==> src/rtl/cpu_pkg.sv <==
// Shared definitions for the instruction fetch stage: sizes, reset index,
// fetch FSM encoding and the buffer entry layout.
package cpu_pkg;

  localparam int unsigned CACHE_WORDS = 1000;
  localparam logic [31:0] RESET_PC    = 32'd0;
  localparam int          INSTR_W     = 16;
  localparam int          INDEX_W     = 32;
  localparam int          BUF_DEPTH   = 2;

  typedef enum logic [1:0] {
    FETCH = 2'd0,
    HALT  = 2'd1,
    FAULT = 2'd2
  } fetch_state_e;

  typedef struct packed {
    logic [INSTR_W-1:0] instr;
    logic [INDEX_W-1:0] pc;
  } buf_entry_t;

endpackage

==> src/rtl/fetch_buffer.sv <==
// Two-entry FIFO of {instr, pc} between the cache response and decode.
// Handshake: the head is offered while head_valid=1 and leaves when the
// consumer asserts pop in the same cycle; push/pop may coincide; flush
// empties the FIFO after any same-cycle pop has been honoured.
module fetch_buffer
  import cpu_pkg::*;
(
  input  logic               clk,
  input  logic               rst_n,
  input  logic               push,
  input  logic [INSTR_W-1:0] push_instr,
  input  logic [INDEX_W-1:0] push_pc,
  input  logic               pop,
  input  logic               flush,
  output logic               head_valid,
  output logic [INSTR_W-1:0] head_instr,
  output logic [INDEX_W-1:0] head_pc,
  output logic [1:0]         count
);

  buf_entry_t ent_q [BUF_DEPTH];
  buf_entry_t ent_d [BUF_DEPTH];
  logic       rd_ptr_q, rd_ptr_d;
  logic [1:0] count_q, count_d;
  logic       wr_ptr;
  logic       do_pop;

  assign do_pop = pop && (count_q != 2'd0);
  // Write slot sits one past the head when the FIFO is not empty.
  assign wr_ptr = rd_ptr_q ^ (count_q != 2'd0);

  // Next-state for storage, read pointer and occupancy.
  always_comb begin
    ent_d    = ent_q;
    rd_ptr_d = rd_ptr_q;
    count_d  = count_q;
    if (flush) begin
      rd_ptr_d = 1'b0;
      count_d  = 2'd0;
    end else begin
      if (push) begin
        ent_d[wr_ptr] = '{instr: push_instr, pc: push_pc};
      end
      if (do_pop) begin
        rd_ptr_d = ~rd_ptr_q;
      end
      case ({push, do_pop})
        2'b10:   count_d = count_q + 2'd1;
        2'b01:   count_d = count_q - 2'd1;
        default: count_d = count_q;
      endcase
    end
  end

  // State registers.
  always_ff @(posedge clk or negedge rst_n) begin
    if (!rst_n) begin
      for (int i = 0; i < BUF_DEPTH; i++) ent_q[i] <= '0;
      rd_ptr_q <= 1'b0;
      count_q  <= 2'd0;
    end else begin
      ent_q    <= ent_d;
      rd_ptr_q <= rd_ptr_d;
      count_q  <= count_d;
    end
  end

  // Head presentation: zeros whenever the FIFO is empty.
  always_comb begin
    head_valid = (count_q != 2'd0);
    head_instr = '0;
    head_pc    = '0;
    if (count_q != 2'd0) begin
      head_instr = ent_q[rd_ptr_q].instr;
      head_pc    = ent_q[rd_ptr_q].pc;
    end
  end

  assign count = count_q;

  // The upstream credit scheme must never deliver into a full FIFO.
  assert property (@(posedge clk) disable iff (!rst_n)
                   !(push && !flush && (count_q == 2'd2)))
    else $error("fetch_buffer: push while full");

endmodule

==> src/rtl/ifetch_unit.sv <==
// Instruction fetch stage: owns the pc, issues registered cache requests,
// captures the response one cycle later into a 2-entry buffer and offers it
// to decode. Handles branch redirects, download halts and range faults.
// Decode handshake: instr/instr_pc are offered while instr_valid=1, held
// stable until instr_ready=1 in the same cycle, which transfers the head.
module ifetch_unit #(
  parameter logic [31:0] RESET_PC    = cpu_pkg::RESET_PC,
  parameter int unsigned CACHE_WORDS = cpu_pkg::CACHE_WORDS
) (
  input  logic        clk,
  input  logic        rst_n,
  input  logic        halt,
  output logic [31:0] cache_index,
  output logic        cache_not_enable,
  input  logic [15:0] cache_data,
  input  logic        branch_valid,
  input  logic [31:0] branch_target,
  output logic        instr_valid,
  output logic [15:0] instr,
  output logic [31:0] instr_pc,
  input  logic        instr_ready,
  output logic        fetch_fault
);

  import cpu_pkg::*;

  fetch_state_e state_q, state_d;
  logic [31:0]  pc_q, pc_d;
  logic [31:0]  cache_index_q, cache_index_d;
  logic         cache_not_enable_q, cache_not_enable_d;
  logic         inflight_q, inflight_d;
  logic         fault_q, fault_d;

  logic         issue;
  logic         fault_set;
  logic         pop;
  logic         push;
  logic [1:0]   buf_count;
  logic [2:0]   occ_eff;
  logic         credit_ok;

  assign pop  = instr_valid && instr_ready;
  // A response returning in a branch cycle belongs to the abandoned path.
  assign push = inflight_q && !branch_valid;

  // Occupancy counts the entry leaving this cycle as already free so a
  // steady stream keeps one request per cycle with only two slots.
  assign occ_eff   = {1'b0, buf_count} + {2'b00, inflight_q} - {2'b00, pop};
  assign credit_ok = (occ_eff < 3'd2);

  // FSM state register.
  always_ff @(posedge clk or negedge rst_n) begin
    if (!rst_n) state_q <= FETCH;
    else        state_q <= state_d;
  end

  // FSM next state: branch overrides everything, halt wins over a fault.
  always_comb begin
    state_d = state_q;
    if (branch_valid) begin
      state_d = halt ? HALT : FETCH;
    end else begin
      case (state_q)
        FETCH: begin
          if (halt)           state_d = HALT;
          else if (fault_set) state_d = FAULT;
        end
        HALT:    if (!halt) state_d = FETCH;
        FAULT:   state_d = FAULT;
        default: state_d = FETCH;
      endcase
    end
  end

  // FSM outputs: decide whether a request issues or a fault is raised.
  always_comb begin
    issue     = 1'b0;
    fault_set = 1'b0;
    if (!branch_valid && (state_q == FETCH) && !halt && credit_ok) begin
      if (pc_q >= CACHE_WORDS) fault_set = 1'b1;
      else                     issue     = 1'b1;
    end
  end

  // Datapath next values: pc, registered cache request, sticky fault.
  always_comb begin
    pc_d               = pc_q;
    cache_index_d      = cache_index_q;
    cache_not_enable_d = ~issue;
    inflight_d         = issue;
    fault_d            = fault_q | fault_set;
    if (branch_valid) begin
      pc_d    = branch_target;
      fault_d = 1'b0;
    end else if (issue) begin
      pc_d          = pc_q + 32'd1;
      cache_index_d = pc_q;
    end
  end

  // Datapath registers.
  always_ff @(posedge clk or negedge rst_n) begin
    if (!rst_n) begin
      pc_q               <= RESET_PC;
      cache_index_q      <= 32'd0;
      cache_not_enable_q <= 1'b1;
      inflight_q         <= 1'b0;
      fault_q            <= 1'b0;
    end else begin
      pc_q               <= pc_d;
      cache_index_q      <= cache_index_d;
      cache_not_enable_q <= cache_not_enable_d;
      inflight_q         <= inflight_d;
      fault_q            <= fault_d;
    end
  end

  fetch_buffer u_buf (
    .clk        (clk),
    .rst_n      (rst_n),
    .push       (push),
    .push_instr (cache_data),
    .push_pc    (cache_index_q),
    .pop        (pop),
    .flush      (branch_valid),
    .head_valid (instr_valid),
    .head_instr (instr),
    .head_pc    (instr_pc),
    .count      (buf_count)
  );

  assign cache_index      = cache_index_q;
  assign cache_not_enable = cache_not_enable_q;
  assign fetch_fault      = fault_q;

endmodule

==> config.mk <==
export PLATFORM = sky130hd
export DESIGN_NAME = ifetch_unit
export DESIGN_NICKNAME = d
export VERILOG_FILES = /design/src/rtl/cpu_pkg.sv /design/src/rtl/fetch_buffer.sv /design/src/rtl/ifetch_unit.sv
export SDC_FILE = /design/constraint.sdc
export NUM_CORES = 1
export LEC_CHECK = 0
export BUFFER_PORTS_ARGS = -buffer_cell sky130_fd_sc_hd__buf_2
export CAP_MARGIN = 20
export CORE_UTILIZATION = 30
export CTS_CLUSTER_DIAMETER = 200
export DETAILED_ROUTE_END_ITERATION = 8
export PLACE_DENSITY = 0.45
export SYNTH_ARGS = -nofsm -noshare
export SYNTH_HDL_FRONTEND = slang
export SYNTH_SLANG_ARGS = --single-unit
==> constraint.sdc <==
create_clock -name clk -period 4.3 [get_ports clk]
set_input_delay 0.86 -clock clk [delete_from_list [all_inputs] [get_ports clk]]
set_output_delay 0.86 -clock clk [all_outputs]
set_load 0.02 [all_outputs]
==> reports/results.ini <==
[floorplan]
dieArea_mm2 = 0.02465
core_mm2 = 0.02354
ioPinCount = 136
start_util_pct = 30.61
rows = 56
die_x_um = 157.0
die_height_um = 157.0

[placement]
place_hpwl_um = 10610
place.gp.congestion = 0.7037
placed_cells = 970
numPortBuffers = 135

[cts]
cts_root_buf = clkbuf_16
postCtsSetupRepairBufs = 0
clk_latency_ns = 0.42
tritoncts = yes
clock_path_buffers = 2
cts_max_level = 4
clk_pin_slew_worst_paths_ns = 0.07
clock-sinks = 168
cts_resized = 0
hold_buffers = 0
cts_buffers = 17

[worst_setup_path]
path_class = input port to flop
r2r_start = u_buf.count[1]
slowest_delay_ns = 0.73
crit_chain = buf_2, inv_1, nor2_1, ha_1, nand2b_1, fa_1, xnor2_1, nand3_1, or4_2, clkinv_4, mux2_2, a221o_1
arrival_ns = 3.88
cp_slowest_cell = or4_2
crit_buf_inv = 3
critPathLaunch = instr_ready
crit_path_end_kind = flop
crit_required_ns = 4.60
crit_family = simple AND/OR/NAND/NOR gates
startpoint_type = input port
critical_path.max_fanout = 14

[synthesis]
seq_area_frac_synth_pct = 58.35
netlist_area_mm2 = 0.007207
synth-simple-area-share_pct = 7.726
synthTopCellsByCount = 167 x dfrtp_1, 127 x mux2_2, 57 x nor2_1, 54 x mux2i_1, 23 x and2_1
ys_types = 36
syn_nets = 597
synth_area_leaders = dfrtp_1 58%, mux2_2 20%, mux2i_1 7.5%, nor2_1 3.0%, and2_1 2.0%
synth_fa_ha_area_share_pct = 0.7986
synth_most_common_cell = dfrtp_1
ys.flop_type = dfrtp_1
async_flop_share_pct = 100.0
synth_edf_count = 0
synth_compound_area_share_pct = 2.396
syn_inst = 540
yosys_register_bits = 168
yosysTopAreaCell = dfrtp_1
synth_top_area_share_pct = 57.99
synth_top_family_by_area = multiplexers
synth_xor_xnor_area_share_pct = 0.6076
muxShareOfSynthArea_pct = 27.34
avgSynthCellArea_um2 = 13.35
yosys_warnings = 0

[layout]
syn2layout_area_growth_pct = 21.87
layout.cells.non_filler = 1002
drive_gt1_share_pct = 45.39
diodes = 0
layout.nets = 727
fin_util_pct = 37.31
fillers = 2316

[grt]
grt_usage_pct = 14.45
grt_max_degree = 106
grt_antenna_before_repair = 3
grt_pass1_wl_um = 27020
grt_pass1_vias = 4961
grt.overflow.total = 0

[timing]
post-route-period-util_pct = 83.25
finalClockSkew_ns = 0.009751
rsz0062_at_grt = false
setup_violations = 0
slew_violations = 0
hold_viol = 0
worst_pin_slew_ns = 1.009
fmax_mhz = 279.3
maxSlewHeadroom_pct = 32.73
fin_crit_ns = 3.580
timing.setup.tns_ns = 0

[run_status]
outcome = complete, no violations

[route]
vias = 4615
wl_um = 16730
highest_layer = met5
wl_met2_um = 8198
drtIter0Drc = 128
viasPerCell = 4.606
dr_wl_met3_um = 822
m1WireLength_um = 7568
dr.pass1.iters = 6
wl_per_cell_um = 16.69
drc = 0
ant_nets = 0

[min_path]
min_from = state_q[0]
hold_path_class = flop to flop

[power_and_ir_drop]
p_leak_nw = 4.213
vdd_drop_max_v = 0.0001883
powerDensity_mw_per_mm2 = 366.5

[run]
maxCapViolCount = 0

==> where the power goes <==
part	internal, mW	switching, mW
clock	0.798	0.647
sequential	1.62	0.0284
combinational	0.0580	0.0705
==> worst paths after layout <==
kind	end	slack, ns	depth (start not counted)
min in group asynchronous	u_buf.ent_q[26]	0.54	1
setup / recovery	pc_q[8]	0.72	12
max in group asynchronous	u_buf.ent_q[36]	2.75	2
hold / removal	state_q[1]	0.45	1
hold reg to reg	state_q[1]	0.45	1
setup reg to reg	pc_q[8]	0.78	11
==> cell type report <==
| class | count | area [µm²] | area share, % |
|---|---|---|---|
| timing repair buffer | 143 | 742.0 | 8.447 |
| clock inverter | 14 | 126.4 | 1.439 |
| sequential | 168 | 4209 | 47.92 |
| tap | 319 | 399.1 | 4.544 |
| multi-input combinational | 328 | 2828 | 32.19 |
| inverter | 12 | 50.05 | 0.5698 |
| clock buffer | 18 | 429.2 | 4.886 |
==> state kept, by name (all words and copies together) (netlist names) <==
signal            cells
cache_not_enable      1
state_q               2
u_buf.ent_q          96
u_buf.rd_ptr_q        1
pc_q                 32
u_buf.count           2
cache_index          32
fetch_fault           1
inflight_q            1
==> cells in the final DEF (no fill, tap or decap), types with 2 or more instances in the layout <==
cell type   instances
inv_1              11
o21ai_0             7
buf_4               8
nand3_1             3
buf_2             134
clkinvlp_4          8
nor3b_1             3
mux2_2            127
xnor2_1             4
nand2_1             8
dfrtp_1           166
and3_1              2
nor4_1              8
mux2i_1            54
clkinv_4            2
and2_1             23
clkbuf_16          17
inv_6               2
ha_1                3
clkinv_2            2
a21oi_1             2
o311ai_0            3
nor3_1              3
nor2_1             56
nand4_1             2
a221o_1             6
==> kinds of logic after synthesis <==
kind of cell	count (synthesis)
mux	181
flops	168
simple gates	115
buf+inv	44
compound gates	23
xor+xnor	5
fa+ha+maj	4
==> worst reg2reg max path, stage by stage, from the launching register on <==
cell,delay [ns]
dfrtp_1,0.51
nor2_4,0.05
nor2_1,0.23
ha_1,0.28
nand2b_1,0.15
fa_1,0.38
xnor2_1,0.16
nand3_1,0.10
or4_2,0.73
clkinv_4,0.16
mux2_2,0.36
a221o_1,0.30
==> routing by layer <==
metal / up-vias / GRT usage [%]
li1: 2149 / -
met1: 2353 / 18.17
met2: 99 / 24.06
met3: 10 / 4.350
met4: 4 / 3.782
met5: - / 0
==> stage by stage <==
step                      hold slack, ns  power [mW]  area [µm²]  worst slack (ns)
after floorplan                   0.4121       1.724        7207            0.7109
final                             0.4480       3.219        8783            0.7203
after detailed placement          0.4369       1.809        8228            0.2567
after CTS                         0.4484       3.269        8783            0.7063
after global routing              0.4815       3.358        8783            0.5860
after global placement            0.4219       1.801        8228            0.3462
No activity file was read; power rests on OpenSTA's default activity.
